File: config.mk
export PLATFORM = sky130hd
export DESIGN_NAME = codec_slave_if
export DESIGN_NICKNAME = d
export VERILOG_FILES = /design/src/rtl/codec_slave_if.sv
export SDC_FILE = /design/constraint.sdc
export NUM_CORES = 1
export LEC_CHECK = 0
export CAP_MARGIN = 15
export CORE_MARGIN = 2
export CORE_UTILIZATION = 55
export CTS_CLUSTER_DIAMETER = 40
export DETAILED_ROUTE_END_ITERATION = 10
export PLACE_DENSITY = 0.94
export SETUP_SLACK_MARGIN = 0.2
export SYNTH_ARGS = -nofsm -noshare
export SYNTH_HDL_FRONTEND = slang
export SYNTH_SLANG_ARGS = --single-unit
File: constraint.sdc
create_clock -name clk -period 5.2 [get_ports clk]
set_input_delay 0.52 -clock clk [delete_from_list [all_inputs] [get_ports clk]]
set_output_delay 0.52 -clock clk [all_outputs]
set_load 0.01 [all_outputs]
File: src/rtl/codec_slave_if.sv
// Slave end of the 24-bit serial audio link: oversamples LRCLK/SCLK/SDIN on clk,
// deserializes per-channel RX words, serializes TX words. Define I2S_DELAY_EN for one-SCLK-delayed I2S framing.
module codec_slave_if #(
    parameter int DW        = 24,
    parameter int SLOT_BITS = 32
) (
    input  logic          clk,
    input  logic          rst,
    input  logic          i2s_lrclk,
    input  logic          i2s_sclk,
    input  logic          i2s_sdin,
    output logic          i2s_sdout,
    output logic [1:0]    rx_vld,
    output logic [DW-1:0] rx_data,
    output logic [1:0]    tx_ack,
    input  logic [DW-1:0] tx_din0,
    input  logic [DW-1:0] tx_din1,
    output logic          locked,
    output logic          frame_err
);

`ifdef I2S_DELAY_EN
    localparam int OFFS = 1;
`else
    localparam int OFFS = 0;
`endif
    localparam int TXW = DW + OFFS;

    localparam logic [1:0] ST_UNLOCKED = 2'd0;
    localparam logic [1:0] ST_SYNC     = 2'd1;
    localparam logic [1:0] ST_LOCKED   = 2'd2;

    localparam logic [5:0] C_SLOT = 6'(SLOT_BITS);
    localparam logic [5:0] C_LAST = 6'(DW - 1 + OFFS);

    logic [2:0]     r_lr_sync;
    logic [2:0]     r_sck_sync;
    logic [1:0]     r_sd_sync;
    logic [1:0]     r_state;
    logic [5:0]     r_bit_cnt;
    logic           r_ch;
    logic [DW-2:0]  r_shr_rx;
    logic [TXW-1:0] r_shr_tx;
    logic [DW-1:0]  r_rx_data;
    logic [1:0]     r_rx_vld;
    logic [1:0]     r_tx_ack;
    logic           r_locked;
    logic           r_frame_err;

    logic           w_slot_start;
    logic           w_ch;
    logic           w_rise;
    logic           w_fall;
    logic           w_sdin;
    logic           w_rx_win;
    logic [1:0]     w_state_nxt;
    logic           w_ferr_nxt;
    logic           w_slot_lock;
    logic [DW-1:0]  w_tx_word;
    logic [TXW-1:0] w_tx_load;

    // Input synchronizers; identical depth keeps coincident pin edges aligned.
    always_ff @(posedge clk) begin
        r_lr_sync  <= {r_lr_sync[1:0], i2s_lrclk};
        r_sck_sync <= {r_sck_sync[1:0], i2s_sclk};
        r_sd_sync  <= {r_sd_sync[0], i2s_sdin};
    end

    // A slot start swallows any SCLK edge detected in the same cycle.
    assign w_slot_start = r_lr_sync[1] ^ r_lr_sync[2];
    assign w_ch         = r_lr_sync[1];
    assign w_rise       = ~w_slot_start & r_sck_sync[1] & ~r_sck_sync[2];
    assign w_fall       = ~w_slot_start & ~r_sck_sync[1] & r_sck_sync[2];
    assign w_sdin       = r_sd_sync[1];
    assign w_tx_word    = w_ch ? tx_din1 : tx_din0;

`ifdef I2S_DELAY_EN
    assign w_rx_win  = (r_bit_cnt != 6'd0) && (r_bit_cnt <= 6'(DW));
    assign w_tx_load = {1'b0, w_tx_word};
`else
    assign w_rx_win  = (r_bit_cnt < 6'(DW));
    assign w_tx_load = w_tx_word;
`endif

    // Framing FSM next state, evaluated only at slot boundaries.
    always_comb begin
        w_state_nxt = r_state;
        w_ferr_nxt  = 1'b0;
        if (w_slot_start) begin
            case (r_state)
                ST_UNLOCKED: w_state_nxt = ST_SYNC;
                ST_SYNC: begin
                    if (r_bit_cnt == C_SLOT) w_state_nxt = ST_LOCKED;
                    else                     w_state_nxt = ST_SYNC;
                end
                ST_LOCKED: begin
                    if (r_bit_cnt == C_SLOT) begin
                        w_state_nxt = ST_LOCKED;
                    end else begin
                        w_state_nxt = ST_SYNC;
                        w_ferr_nxt  = 1'b1;
                    end
                end
                default: w_state_nxt = ST_UNLOCKED;
            endcase
        end else begin
            w_state_nxt = r_state;
        end
    end

    // The slot just starting is serviced only if it begins in LOCKED.
    assign w_slot_lock = (w_state_nxt == ST_LOCKED);

    // Slot datapath, status and output registers.
    always_ff @(posedge clk) begin
        if (rst) begin
            r_state     <= ST_UNLOCKED;
            r_bit_cnt   <= 6'd0;
            r_ch        <= 1'b0;
            r_shr_rx    <= '0;
            r_shr_tx    <= '0;
            r_rx_data   <= '0;
            r_rx_vld    <= 2'b00;
            r_tx_ack    <= 2'b00;
            r_locked    <= 1'b0;
            r_frame_err <= 1'b0;
        end else begin
            r_state     <= w_state_nxt;
            r_locked    <= w_slot_lock;
            r_frame_err <= w_ferr_nxt;
            r_rx_vld    <= 2'b00;
            r_tx_ack    <= 2'b00;
            if (w_slot_start) begin
                r_bit_cnt <= 6'd0;
                r_ch      <= w_ch;
                r_shr_tx  <= w_slot_lock ? w_tx_load : '0;
                if (w_slot_lock) r_tx_ack <= w_ch ? 2'b10 : 2'b01;
            end else begin
                if (w_fall) r_shr_tx <= {r_shr_tx[TXW-2:0], 1'b0};
                if (w_rise) begin
                    if (r_bit_cnt != 6'd63) r_bit_cnt <= r_bit_cnt + 6'd1;
                    if (w_rx_win) r_shr_rx <= {r_shr_rx[DW-3:0], w_sdin};
                    if (r_bit_cnt == C_LAST) begin
                        r_rx_data <= {r_shr_rx, w_sdin};
                        if (r_state == ST_LOCKED) r_rx_vld <= r_ch ? 2'b10 : 2'b01;
                    end
                end
            end
        end
    end

    assign i2s_sdout = r_shr_tx[TXW-1];
    assign rx_vld    = r_rx_vld;
    assign rx_data   = r_rx_data;
    assign tx_ack    = r_tx_ack;
    assign locked    = r_locked;
    assign frame_err = r_frame_err;

endmodule

### After elaboration in Yosys (flattened, before gate mapping)

Cells that the tools add are included.

| word-level totals | value |
|---|---|
| output and inout bits | 31 |
| input bits | 53 |
| word-level logic and storage cells | 53 |
| register bits after elaboration | 94 |

| cells by class | value |
|---|---|
| muxes and demuxes | 10 |
| order comparisons | 1 |
| equal/unequal tests | 6 |
| bitwise logic cells | 12 |
| $add $sub $neg | 1 |
| reductions and logical operators | 10 |

Operators by type and width:

| cell | count |
|---|---|
| 24-bit two-way mux | 4 |
| 2-bit two-way mux | 4 |
| 1-bit inverter | 7 |
| 6-bit by 1-bit adder with 6-bit output, second input constant | 1 |
| 6-bit by 5-bit == test with 1-bit output, second input constant | 1 |
| 6-bit == test, second input constant | 1 |
| 6-bit by 5-bit less-than comparator with 1-bit output, second input constant | 1 |
| 6-bit != test, second input constant | 1 |
| 3-bit AND reduction | 2 |
| 3-bit OR reduction | 2 |
| 5-bit OR reduction | 1 |
| 1-bit AND | 4 |
| 2-bit == test, second input constant | 2 |
| 2-bit case mux with 2 select lines | 1 |
| 2-bit OR reduction | 2 |
| 2-bit by 1-bit == test with 1-bit output, second input constant | 1 |
| 2-bit zero test | 1 |
| 2-bit AND reduction | 1 |
| 2-bit nonzero test | 1 |
| 1-bit two-way mux | 1 |
| 1-bit bitwise XOR | 1 |

### Longest topological paths before layout

| depth | value |
|---|---|
| depth after elaboration | 7 |
| depth in mapped cells | 8 |
| depth with buffers taken out | 6 |

### Worst setup path before layout

OpenSTA, ideal clock, no wires.

| path | value |
|---|---|
| kind | register to register |
| start | reg r_bit_cnt[0] |
| end | reg r_shr_tx[11] |
| path buffers | 2 |
| stages on the path, launching flop included | 9 |
| path slack | 3.556 ns |
| library setup time | 0.139 ns |
| arrival | 1.506 ns |
| required time | 5.061 ns |
| clock period less this slack | 1.644 ns |
| path through | dfxtp_1 inv_1 ha_1 nor4b_2 and3_1 buf_2 buf_4 a211oi_1 nor4_1 |

| on the way | value |
|---|---|
| cells in the longest elaborated chain, start to end | 7 |

RTL lines:

| element | line | RTL |
|---|---|---|
| start, declared | 40 | `logic [5:0] r_bit_cnt;` |
| start signal, assigned | 141 | `if (r_bit_cnt != 6'd63) r_bit_cnt <= r_bit_cnt + 6'd1;` |
| 6-bit == test | 93, 97 |  |
| 2-bit two-way mux | 93, 97 |  |
| 2-bit case mux with 2 select lines | 90 | `case (r_state)` |
| 2-bit two-way mux | 89 | `if (w_slot_start) begin` |
| 2-bit == test | 112 | `assign w_slot_lock = (w_state_nxt == ST_LOCKED);` |
| 24-bit two-way mux | 136 | `r_shr_tx <= w_slot_lock ? w_tx_load : '0;` |
| 24-bit two-way mux | 133 | `if (w_slot_start) begin` |
| end signal, assigned | 136 |  |
| end signal, assigned | 139 | `if (w_fall) r_shr_tx <= {r_shr_tx[TXW-2:0], 1'b0};` |
| end, declared | 43 | `logic [TXW-1:0] r_shr_tx;` |

Every way passes these cells.
A chain may end at the register's enable or synchronous reset.

### Worst setup path after layout

| path | value |
|---|---|
| start | reg r_lr_sync[1] |
| end | reg r_rx_data[18] (netlist: rx_data[18]) |

| on the way | value |
|---|---|
| cells in the longest elaborated chain, start to end | 5 |

RTL lines:

| element | line | RTL |
|---|---|---|
| start, declared | 36 | `logic [2:0] r_lr_sync;` |
| start signal, assigned | 64 | `r_lr_sync <= {r_lr_sync[1:0], i2s_lrclk};` |
| 1-bit bitwise XOR (*) | 70 | `assign w_slot_start = r_lr_sync[1] ^ r_lr_sync[2];` |
| 1-bit inverter (no line) (*) | n/a |  |
| 1-bit AND (2 in series) | 72 | `assign w_rise = ~w_slot_start & r_sck_sync[1] & ~r_sck_sync[2];` |
| 3-bit AND reduction (no line) (*) | n/a |  |
| end signal, assigned | 144 | `r_rx_data <= {r_shr_rx, w_sdin};` |
| end, declared | 44 | `logic [DW-1:0] r_rx_data;` |

Every way passes the cells marked *; elsewhere a longest branch is shown, timed or not.

==> impl_metrics.csv <==
group,metric,value,unit
outcome,status,"finished, final reports clean",
timing,worst_slew_pin_slew,1086,ps
timing,setup_viol,0,
final_layout,drive_gt1_frac,0.06654,
critical_path,arrival,3130,ps
logic_synthesis,synth-edff-count,0,
critical_path,startpoint,"r_lr_sync[1]",
timing,worst_clock_skew,7.683,ps
worst_hold_path,hold_class,"flip-flop to flip-flop",
floorplan,rows,31,
global_routing,overflow,0,
clock_tree,cts-root-buf,"clkbuf_8",
final_layout,final_area,4991,µm²
clock_tree,clk_pin_slew,90,ps
final_layout,nets,579,
routing,wl_per_cell,14.60,µm
timing,min_period,2910,ps
clock_tree,cts_hold_buf,0,
job,maxCapViolCount,0,
floorplan,coreArea,7176,µm²
routing,viasPerCell,5.763,
clock_tree,numCtsBuffers,9,
timing,finalHoldViolCount,0,
routing,drt-initial-drc-count,206,
timing,max_freq,343.7,MHz
critical_path,crit_type,"flip-flop to flip-flop",
power,pwr-share-clk,0.348,
floorplan,dieArea,8004,µm²
timing,whs,333.0,ps
timing,fin_tns_setup,0,ps
global_routing,antenna_found_initial,0,
clock_tree,post-cts-setup-buffers,0,
logic_synthesis,syn_area_per_cell,8.621,µm²
global_routing,grt_pass1_vias,3276,
placed_design,dpl.hpwl,6018,µm
final_layout,nFillCells,545,
clock_tree,clock_path_buffers,2,
logic_synthesis,synth_seq_area_share,0.4684,
clock_tree,cts_sinks,94,
timing,rsz0062_at_grt,"false",
routing,vias,3602,
critical_path,cp_max_fo,36,
timing,slew_viol_final,0,
clock_tree,cts_tree,"done",
critical_path,crit_path_end,"rx_data[18]",
timing,slew_headroom,0.2758,
floorplan,fp.dieW,89.47,µm
global_routing,grtUsageTotal,0.2301,
logic_synthesis,async_flop_share,0,
logic_synthesis,syn_nets,524,
global_routing,grt_pass1_wl,14550,µm
logic_synthesis,synth_cell_types,41,
power,powerDensity,283.9,nW/µm²
clock_tree,htreeDepth,3,
floorplan,dieHeight,89.47,µm
floorplan,io_pins,84,
power,power_switching,359.1,µW
final_layout,num_antenna_cells,0,
routing,routed_wl,9124,µm
routing,drc,0,
placed_design,port-buffer-count,83,
power,p_int,1058,µW
critical_path,worst-r2r-setup-slack,2290,ps
critical_path,start_kind,"flip-flop",
clock_tree,clk_latency,360,ps
critical_path,endpoint_kind,"flip-flop",
placed_design,place.gp.congestion,0.7931,
power,p_leak,0.001637,µW
placed_design,placed_area,4786,µm²
critical_path,reg2reg_to,"rx_data[18]",
power,finalPower,1417,µW
routing,first_pass_iters,5,
logic_synthesis,synthCells,466,
power,pwr-share-comb,0.126,
critical_path,r2r-start,"r_lr_sync[1]",
logic_synthesis,ys.flop_type,"dfxtp_1",
routing,postRouteAntennaNets,0,
logic_synthesis,yosys_register_bits,94,
logic_synthesis,synth_area,4018,µm²
critical_path,worstPathRequired,5420,ps
logic_synthesis,synth-warning-count,0,
critical_path,reg2regPathDepth,4,
floorplan,initial_core_util,0.5599,
power,seqPwrFrac,0.526,
global_routing,grt_start_max_net_pins,67,
power,worst_ir_drop_vdd,0.1110,mV
power,swShare,0.2534,
final_layout,area_growth,24.23,%
clock_tree,cts_resized,0,
timing,period_share,0.5596,
## kinds of logic (layout without fill, tap and decap cells)
logic type / after synthesis / count (layout) / synth area share
and+or+nand+nor: 182 / 182 / 0.2111
AOI/OAI and AO/OA: 134 / 134 / 0.2348
DFF: 94 / 94 / 0.4684
buffers and inverters: 47 / 107 / 0.05637
adders and majority gates: 5 / 5 / 0.01557
xor gates and xnor gates: 3 / 3 / 0.01121
muxes: 1 / 1 / 0.002492
## sequential cells by signal, summed over array words and instances (netlist names)
| signal | flops |
|---|---|
| r_shr_rx | 23 |
| rx_vld | 2 |
| locked | 1 |
| r_sd_sync | 2 |
| r_bit_cnt | 6 |
| r_ch | 1 |
| rx_data | 24 |
| tx_ack | 2 |
| r_state | 2 |
| r_shr_tx | 24 |
| r_lr_sync | 3 |
| r_sck_sync | 3 |
| frame_err | 1 |
## cell usage after synthesis (2+ instances only)
library cell,n,area [µm²]
nand3_1,4,20.02
a211oi_1,20,150.1
a211oi_2,5,62.56
ha_1,5,62.56
clkbuf_1,17,63.81
o21a_1,23,172.7
a21oi_1,54,270.3
buf_4,6,45.04
nor4_1,19,118.9
nand4_1,2,12.51
nand2_1,103,386.6
nor4_2,4,50.05
and3_1,3,18.77
nor2b_1,3,18.77
a221oi_1,24,210.2
or3_1,2,12.51
nor2_1,30,112.6
dfxtp_1,94,1882
buf_2,16,80.08
inv_1,7,26.28
nor3b_1,3,22.52
o31ai_1,2,15.01
nand2b_1,2,12.51
## power by group through the flow
stage / clock network, µW / registers [µW] / logic [µW]
after global placement: 0 / 760 / 172
final: 494 / 745 / 179
after global routing: 522 / 747 / 196
after detailed placement: 0 / 761 / 176
after floorplan: 0 / 759 / 120
after CTS: 499 / 745 / 177
## worst max-delay path, stage by stage (launching register included)
cell and delay (ps):
dfxtp_1 420, xnor2_4 820, nand4_1 1050, nand2_1 360, a21oi_1 110
## stage by stage
stage | utilization | std cells | setup WS [ps]
2_1_floorplan | - | 466 | 3556
3_3_place_gp | 0.6670 | 609 | 2516
3_5_place_dp | 0.6670 | 609 | 2342
4_1_cts | 0.6956 | 625 | 2302
5_1_grt | 0.6956 | 625 | 2058
6_report | 0.6956 | 625 | 2290
## layout make-up
type | instances | area (µm²) | area share
inverters | 7 | 26.28 | 0.005264
flip-flops and latches | 94 | 1882 | 0.3770
well taps | 99 | 123.9 | 0.02482
multi-input cells | 325 | 1921 | 0.3848
repair buffers | 84 | 833.3 | 0.1670
clock inverters | 6 | 67.56 | 0.01354
clock buffers | 10 | 137.6 | 0.02758
## how the worst min path moves through the flow
stage	slack [ps]	from	to	depth (start not counted)
after CTS	330	r_sck_sync[0]	r_sck_sync[1]	0
after global placement	310	r_sck_sync[0]	r_sck_sync[1]	0
final	330	r_sck_sync[0]	r_sck_sync[1]	0
after global routing	340	r_lr_sync[0]	r_lr_sync[1]	0
after floorplan	310	r_lr_sync[0]	r_lr_sync[1]	0
after detailed placement	310	r_sck_sync[0]	r_sck_sync[1]	0
## layer usage
| layer | GRT usage | vias up | wire length, µm |
|---|---|---|---|
| li1 | - | 1766 | - |
| met1 | 0.2935 | 1681 | 3954 |
| met2 | 0.3886 | 138 | 4480 |
| met3 | 0.03601 | 17 | 561 |
| met4 | 0.09498 | 0 | 128 |
| met5 | 0 | - | 0 |
## placed cells by master, fill, tap and decap left out, types with 3 or more instances in the layout
| cell type | instances |
|---|---|
| nand2_1 | 103 |
| dfxtp_1 | 94 |
| clkdlybuf4s50_1 | 82 |
| a21oi_1 | 54 |
| nor2_1 | 30 |
| a221oi_1 | 24 |
| o21a_1 | 23 |
| a211oi_1 | 20 |
| nor4_1 | 19 |
| clkbuf_8 | 10 |
| inv_1 | 7 |
| a211oi_2 | 5 |
| ha_1 | 5 |
| nand3_1 | 4 |
| nor4_2 | 4 |
| nor3b_1 | 3 |
| and3_1 | 3 |
Note: power is estimated with default switching activity, not from simulation.
